<file path="src/rtl/reg_writeback.sv">
// ---------------------------------------------------------------------------
// reg_writeback
//
// Write-back queue in front of the register file's single write port.
// Two producers (data-memory load path and ALU path) push {addr, data}
// entries into an in-order FIFO; one entry per cycle is drained onto the
// register file's IN / INADDRESS / WRITE pins. A per-register pending mask
// lets decode/stall logic detect RAW hazards on values still in flight.
//
// Parameters
//   DEPTH   FIFO entries (power of two, >= 2)
//   DATA_W  write data width
//   ADDR_W  register address width (2**ADDR_W registers)
//
// Ports
//   CLK        clock, all state updates on the rising edge
//   RESET_N    asynchronous active-low reset
//   MEM_VALID  load result request            MEM_READY  load accepted when VALID&READY
//   MEM_ADDR   load destination register
//   MEM_DATA   load data
//   ALU_VALID  ALU result request             ALU_READY  ALU accepted when VALID&READY
//   ALU_ADDR   ALU destination register
//   ALU_DATA   ALU result
//   HOLD       freeze draining
//   WB_WRITE   register file WRITE
//   WB_ADDR    register file INADDRESS
//   WB_DATA    register file IN
//   PENDING    bit i set while any queued or presented write targets register i
//   COUNT      current FIFO occupancy
//
// Build option
//   WB_BYPASS_EN  when defined, a request arriving at an empty, non-held
//                 queue is loaded straight into the WB_* registers.
// ---------------------------------------------------------------------------
module reg_writeback #(
    parameter int unsigned DEPTH  = 4,
    parameter int unsigned DATA_W = 8,
    parameter int unsigned ADDR_W = 3
) (
    input  logic                      CLK,
    input  logic                      RESET_N,
    input  logic                      MEM_VALID,
    input  logic [ADDR_W-1:0]         MEM_ADDR,
    input  logic [DATA_W-1:0]         MEM_DATA,
    output logic                      MEM_READY,
    input  logic                      ALU_VALID,
    input  logic [ADDR_W-1:0]         ALU_ADDR,
    input  logic [DATA_W-1:0]         ALU_DATA,
    output logic                      ALU_READY,
    input  logic                      HOLD,
    output logic                      WB_WRITE,
    output logic [ADDR_W-1:0]         WB_ADDR,
    output logic [DATA_W-1:0]         WB_DATA,
    output logic [(1<<ADDR_W)-1:0]    PENDING,
    output logic [$clog2(DEPTH):0]    COUNT
);

    localparam int unsigned PW   = $clog2(DEPTH);
    localparam int unsigned CW   = PW + 1;
    localparam int unsigned NREG = 1 << ADDR_W;

    localparam logic [CW-1:0] DEPTH_C  = CW'(DEPTH);
    localparam logic [CW:0]   DEPTH_CX = (CW+1)'(DEPTH);

    // Storage and pointers
    logic [ADDR_W-1:0] addr_q [DEPTH];
    logic [DATA_W-1:0] data_q [DEPTH];
    logic [PW-1:0]     rd_ptr;
    logic [PW-1:0]     wr_ptr;
    logic [CW-1:0]     count;

    // Handshake / control
    logic              mem_acc;
    logic              alu_acc;
    logic              pop;
    logic              bypass;
    logic [CW:0]       occ_plus_mem;

    // Up to two entries written per edge, packed to the front
    logic              e0_v;
    logic [ADDR_W-1:0] e0_addr;
    logic [DATA_W-1:0] e0_data;
    logic              e1_v;
    logic [1:0]        n_push;

    // First accepted request this edge (MEM has priority)
    logic [ADDR_W-1:0] lead_addr;
    logic [DATA_W-1:0] lead_data;

    logic [NREG-1:0]   pend;

    // Ready is based on pre-edge occupancy only; a coincident pop is not credited.
    assign occ_plus_mem = {1'b0, count} + (CW+1)'(MEM_VALID);
    assign MEM_READY    = (count < DEPTH_C);
    assign ALU_READY    = (occ_plus_mem < DEPTH_CX);

    assign mem_acc = MEM_VALID && MEM_READY;
    assign alu_acc = ALU_VALID && ALU_READY;
    assign pop     = (count != '0) && !HOLD;

`ifdef WB_BYPASS_EN
    // Only possible when the queue is empty, so it never competes with pop.
    assign bypass = (count == '0) && !HOLD && (mem_acc || alu_acc);
`else
    assign bypass = 1'b0;
`endif

    always_comb begin
        lead_addr = mem_acc ? MEM_ADDR : ALU_ADDR;
        lead_data = mem_acc ? MEM_DATA : ALU_DATA;
        if (bypass) begin
            // Lead request goes straight to WB_*; only a trailing ALU entry is queued.
            e0_v    = mem_acc && alu_acc;
            e0_addr = ALU_ADDR;
            e0_data = ALU_DATA;
            e1_v    = 1'b0;
        end else begin
            e0_v    = mem_acc || alu_acc;
            e0_addr = lead_addr;
            e0_data = lead_data;
            e1_v    = mem_acc && alu_acc;
        end
        n_push = {1'b0, e0_v} + {1'b0, e1_v};
    end

    // Entry storage needs no reset: validity is tracked by count/pointers.
    always_ff @(posedge CLK) begin
        if (e0_v) begin
            addr_q[wr_ptr] <= e0_addr;
            data_q[wr_ptr] <= e0_data;
        end
        if (e1_v) begin
            addr_q[wr_ptr + PW'(1)] <= ALU_ADDR;
            data_q[wr_ptr + PW'(1)] <= ALU_DATA;
        end
    end

    always_ff @(posedge CLK or negedge RESET_N) begin
        if (!RESET_N) begin
            rd_ptr <= '0;
            wr_ptr <= '0;
            count  <= '0;
        end else begin
            wr_ptr <= wr_ptr + PW'(n_push);
            rd_ptr <= rd_ptr + PW'(pop);
            count  <= count + CW'(n_push) - CW'(pop);
        end
    end

    always_ff @(posedge CLK or negedge RESET_N) begin
        if (!RESET_N) begin
            WB_WRITE <= 1'b0;
            WB_ADDR  <= '0;
            WB_DATA  <= '0;
        end else if (pop) begin
            WB_WRITE <= 1'b1;
            WB_ADDR  <= addr_q[rd_ptr];
            WB_DATA  <= data_q[rd_ptr];
        end else if (bypass) begin
            WB_WRITE <= 1'b1;
            WB_ADDR  <= lead_addr;
            WB_DATA  <= lead_data;
        end else begin
            WB_WRITE <= 1'b0;
        end
    end

    // Pending mask: every live FIFO slot plus the write currently presented.
    always_comb begin
        pend = '0;
        for (int unsigned i = 0; i < DEPTH; i++) begin
            if (CW'(i) < count) begin
                pend[addr_q[rd_ptr + PW'(i)]] = 1'b1;
            end
        end
        if (WB_WRITE) begin
            pend[WB_ADDR] = 1'b1;
        end
    end

    assign PENDING = pend;
    assign COUNT   = count;

endmodule
</file>
<file path="config.mk">
export PLATFORM = sky130hd
export DESIGN_NAME = reg_writeback
export DESIGN_NICKNAME = d
export VERILOG_FILES = /design/src/rtl/reg_writeback.sv
export SDC_FILE = /design/constraint.sdc
export NUM_CORES = 1
export LEC_CHECK = 0
export ABC_AREA = 1
export BUFFER_PORTS_ARGS = -buffer_cell sky130_fd_sc_hd__buf_2
export CAP_MARGIN = 5
export CELL_PAD_IN_SITES_DETAIL_PLACEMENT = 1
export CELL_PAD_IN_SITES_GLOBAL_PLACEMENT = 1
export CORE_MARGIN = 2
export CORE_UTILIZATION = 42
export CTS_CLUSTER_DIAMETER = 150
export DETAILED_ROUTE_END_ITERATION = 7
export PLACE_DENSITY_LB_ADDON = 0.1
export RECOVER_POWER = 100
export SYNTH_ARGS = -nofsm -noshare
export SYNTH_HDL_FRONTEND = slang
export SYNTH_SLANG_ARGS = --single-unit
</file>
<file path="constraint.sdc">
create_clock -name CLK -period 3.5 [get_ports CLK]
set_input_delay 0.35 -clock CLK [delete_from_list [all_inputs] [get_ports CLK]]
set_output_delay 0.35 -clock CLK [all_outputs]
set_load 0.02 [all_outputs]
</file>
After elaboration in Yosys (flattened, before gate mapping)
Memory sizes are Yosys's and may differ from the RTL's. A register that Yosys moved wholly into a read port is not among the register bits.
Cells that the tools add are included.
Storage, ports and cells
  bits in read-only memories: 0
  bits in writable memories: 44
  memories: 2
  register bits: 11
  logic and storage cells: 72
  output and inout bits: 25
  latch bits: 0
Operators by class
  shifts and indexed selects: 0
  muxes and demuxes: 22
  bitwise logic cells: 4
  $lt $le $gt $ge: 16
  $mul: 0
  add/sub/neg operators: 10
  div/mod/pow operators: 0
  eq/ne operators: 0
  reduce and logical (&&, ||, !) cells: 13
Memories
  data_q: words 4, width 8, rd ports 1, clocked after memory_dff 1, write ports 2, RTL line 67  | logic [DATA_W-1:0] data_q [DEPTH];
  addr_q: words 4, width 3, rd ports 4, clocked after memory_dff 0, write ports 2, RTL line 66  | logic [ADDR_W-1:0] addr_q [DEPTH];
Operators by type and width (number)
  two-way mux 8 bit: 6
  OR 8 bit: 4
  < comparator 3 x 4 -> 1 bit (second input constant): 5
  demux 1 bit (select 3 bit): 5
  >= comparator 3 x 1 -> 1 bit (second input constant): 5
  two-way mux 1 bit: 10
  logical AND 1 bit: 9
  < comparator 1 x 3 -> 1 bit (first input constant): 2
  < comparator 2 x 3 -> 1 bit (first input constant): 2
  adder 2 x 1 -> 2 bit (second input constant): 2
  adder 2 bit (second input constant): 2
  adder 3 x 1 -> 4 bit: 1
  < comparator 4 x 3 -> 1 bit (second input constant): 1
  adder 3 x 2 -> 3 bit: 1
  < comparator 3 bit (second input constant): 1
  two-way mux 3 bit: 1
  nonzero test 3 bit: 1
  subtractor 3 x 1 -> 3 bit: 1
  adder 1 x 1 -> 2 bit: 1
  adder 2 x 1 -> 2 bit: 1
  adder 2 bit: 1
  logical NOT 1 bit: 2
  logical OR 1 bit: 1

Depth between registers and ports, before layout
An unclocked memory read counts as a cell.
  word-level depth: 14
  depth in mapped cells: 13

Least setup slack after synthesis
OpenSTA, ideal clock, no wires.
  path type: register -> register
  start: register count[2] (netlist: COUNT[2])
  end: register count[2] (netlist: COUNT[2])
  clock period less this slack: 2.917 ns
  arrival: 2.837 ns
  slack: 0.583 ns
  path buffers: 0
  cell stages (with the launch flop): 14
  cells stage by stage: dfrtp_1 > inv_2 > o21ai_0 > o21ai_0 > nand2_1 > inv_1 > ha_1 > inv_1 > ha_1 > inv_1 > ha_1 > fa_1 > xnor2_1 > xor2_1
RTL lines
  from (decl): RTL line 70  | logic [CW-1:0] count;
  from (signal assigned): RTL line 146  | count <= count + CW'(n_push) - CW'(pop);
  < comparator 3 bit *: RTL line 94  | assign MEM_READY = (count < DEPTH_C);
  via MEM_READY: RTL line 45  | output logic MEM_READY,
  logical AND 1 bit *: RTL line 97  | assign mem_acc = MEM_VALID && MEM_READY;
  logical OR 1 bit / logical AND 1 bit (equally long branches): RTL line 118, 121
  adder 1 x 1 -> 2 bit *: RTL line 123  | n_push = {1'b0, e0_v} + {1'b0, e1_v};
  adder 3 x 2 -> 3 bit *: RTL line 146
  subtractor 3 x 1 -> 3 bit *: RTL line 146
Mark *: on every way through the listed nets, which the timed path passes. The rest lies on a longest branch.
A chain may end at the register's enable or synchronous reset.

==> impl_metrics.csv <==
group,metric,value,unit
grt,first_global_vias,3740,
die,dieHeight,99.8,um
power_and_ir_drop,p_leak,2.00,nW
worst_setup_path,path_class,"reg -> reg",
worst_setup_path,path_common_cell,"inv_1",
worst_setup_path,crit_slowest_cell,"or2_0",
grt,grt_pass1_wl,18.3,mm
die,num_rows,34,
die,io_pins,52,
power_and_ir_drop,power.density,1010,nW/um2
synth,yosys_register_bits,63,
clock_network,clk_pin_slew_worst_paths,0.07,ns
layout,stdcell_count,684,
run,maxCapViolations,0,
layout,area_delta_synth_final,13.1,%
grt,overflow,0,
synth,syn_area_per_cell,7.51,um2
grt,antenna_found_initial,0,
layout,n_antenna_cell,0,
placed_design,placedCellCount,667,
worst_setup_path,rrSetupSlack,0.58,ns
clock_network,cts.path.max_buffers,2,
placed_design,hpwl,8.23,mm
drt,wire_per_inst,16.1,um
power_and_ir_drop,peakVddDrop,0.390,mV
clock_network,clock-sinks,63,
worst_setup_path,cp.arrival,2.88,ns
synth,synth_seq_area_share,46.6,%
clock_network,root_buffer,"clkbuf_8",
die,core-area,8810,um2
drt,dr_total_vias,3557,
timing,slew_headroom,26.7,%
die,initial_core_util,43.8,%
layout,nFillCells,1152,
worst_setup_path,critPathMaxStageDelay,0.69,ns
timing,fmax,0.343,GHz
synth,syn_inst,513,
worst_setup_path,critPathLaunchType,"register",
layout,drive_above_1_share,8.51,%
synth,synth-edff-count,44,
grt,grtUsageTotal,23.7,%
min_path,hp-class,"in -> reg",
drt,dr.pass1.iters,4,
timing,setup_viol_count_final,0,
timing,drv_slew,0,
drt,wirelength,11.0,mm
synth,async_flop_share,30.2,%
synth,syn_area,3850,um2
placed_design,port_buffers,51,
placed_design,dp_slack,0.739,ns
timing,hold_ws,0.343,ns
timing,hold_violations,0,
synth,syn-num-nets,548,
drt,drc,0,
clock_network,cts_tree,"yes",
worst_setup_path,crit_required,3.46,ns
drt,drt_iter0_drc,105,
layout,final_nets,606,
timing,fin_crit_sh,83.3,%
worst_setup_path,cp-end-kind,"register",
synth,yosys_warnings,0,
status,outcome,"finished clean",
clock_network,clkLatencyLatePin,0.34,ns
clock_network,numCtsBuffers,9,
worst_setup_path,crit_chain,"inv_1 -> o21ai_0 -> o21ai_0 -> nand2_1 -> inv_1 -> ha_1 -> inv_1 -> nor2_1 -> buf_4 -> or2_0",
drt,routed_via_density,5.20,
worst_setup_path,crit_fanout,23,
timing,finClkSkew,0.00884,ns
power_and_ir_drop,p_total,4.40,mW
die,fp.dieW,99.8,um
timing,rsz0062_at_grt,"no",
timing,fin_ws,0.583,ns
die,die_area,9960,um2
synth,synth.distinct_cells,25,
timing,min_period,2.92,ns
drt,drt.antenna.violating_nets,0,
synth,synth_ff_type,"edfxtp_1",
timing,setup_tns,0,ns
clock_network,h-tree-depth,3,
grt,grt_max_degree,24,
placed_design,finalWeightedCongestion,0.816,
timing,tightest_slew,1.10,ns
## layout make-up
type | instances | area (um2) | share of cell area (%)
clock buffers | 14 | 174 | 3.99
flip-flops and latches | 63 | 1800 | 41.2
inverters | 41 | 154 | 3.53
repair buffers | 61 | 277 | 6.34
well taps | 108 | 135 | 3.10
multi-input cells | 395 | 1810 | 41.6
clock inverters | 2 | 11.3 | 0.258
## worst paths after layout
check,from,end,cells after the start
setup / recovery,COUNT[2]$_DFF_PN0_,addr_q[0][1]$_DFFE_PP_,10
hold / removal,ALU_DATA[1],data_q[3][1]$_DFFE_PP_,3
setup reg to reg,COUNT[2]$_DFF_PN0_,addr_q[0][1]$_DFFE_PP_,10
hold reg to reg,WB_DATA[4]$_DFFE_PN0P_,WB_DATA[4]$_DFFE_PN0P_,2
max in group asynchronous,RESET_N,rd_ptr[1]$_DFF_PN0_,2
min in group asynchronous,RESET_N,WB_ADDR[0]$_DFFE_PN0P_,2
## cell usage in the layout, fill, tap and decap left out
cell type,netlist,routed
buf_2,5,27
buf_4,3,2
clkbuf_1,4,34
clkbuf_16,0,1
clkbuf_8,0,10
clkinv_2,0,1
dfrtp_1,19,19
dlygate4sd3_1,0,1
edfxtp_1,44,44
fa_1,1,1
ha_1,7,7
inv_1,36,39
inv_2,5,2
inv_4,0,1
mux2i_1,11,11
nand2_1,217,218
nand2_2,5,4
nand3_1,25,25
nand4_1,16,16
nor2_1,48,49
nor3_1,1,1
o21ai_0,52,53
o21ai_1,2,1
o21ai_2,1,1
o22ai_1,3,3
or2_0,0,1
xnor2_1,1,1
xor2_1,3,3
## logic make-up after synthesis
| logic type | share of synthesized area, % |
|---|---|
| buffers and inverters | 6.20 |
| AND/OR/NAND/NOR | 32.9 |
| multiplexers | 2.86 |
| XOR/XNOR | 0.909 |
| AO/OA/AOI/OAI | 7.72 |
| flip-flops | 46.6 |
| adder cells (fa/ha/maj) | 2.79 |
## critical path, delay by kind of cell (launching register included)
family	cells	cell delay, ns
AND/OR/NAND/NOR	3	0.93
buffers and inverters	4	0.65
flip-flops	1	0.47
AO/OA/AOI/OAI	2	0.34
adder cells (fa/ha/maj)	1	0.16
## registers in the layout, indices dropped and copies added, names as in the netlist
register and flops:
WB_ADDR 3, rd_ptr 2, data_q 32, wr_ptr 2
COUNT 3, WB_WRITE 1, addr_q 12, WB_DATA 8
## synth_stat cells, types with 4 or more instances
cell      number  share of area [%]
nand2_2        5               0.81
nand2_1      217                 21
o21ai_0       52                6.8
inv_2          5               0.49
buf_2          5               0.65
edfxtp_1      44                 34
clkbuf_1       4               0.39
nor2_1        48                4.7
nand3_1       25                3.2
dfrtp_1       19                 12
inv_1         36                3.5
nand4_1       16                2.6
mux2i_1       11                2.9
ha_1           7                2.3
## per-stage QoR
step | cell area (um2) | utilization [%]
2_1_floorplan | 3850 | -
3_3_place_gp | 4230 | 48.0
3_5_place_dp | 4230 | 48.0
4_1_cts | 4420 | 50.2
5_1_grt | 4360 | 49.5
6_report | 4360 | 49.5
## what timing repair did
action	CTS	global route
hold buffers	1	0
gates resized for setup	0	0
endpoints found under the hold margin	19	0
buffers inserted	0	0
## power by group
group	internal [mW]	leakage [nW]	switching (mW)	total, mW
clock	0.320	0.0961	0.276	0.596
sequential	1.13	0.635	0.184	1.31
combinational	0.688	1.27	1.81	2.50
total	2.14	2.00	2.27	4.40
## routing by layer
layer  up-vias  part of all wire [%]  GRT usage [%]
met2        69                    52           43.2
met4         0                   2.0           7.27
met3        18                   3.5           4.74
li1       1790                     -              -
met1      1680                    43           28.0
met5         -                     0              0
Note: power is estimated with default switching activity, not from simulation.
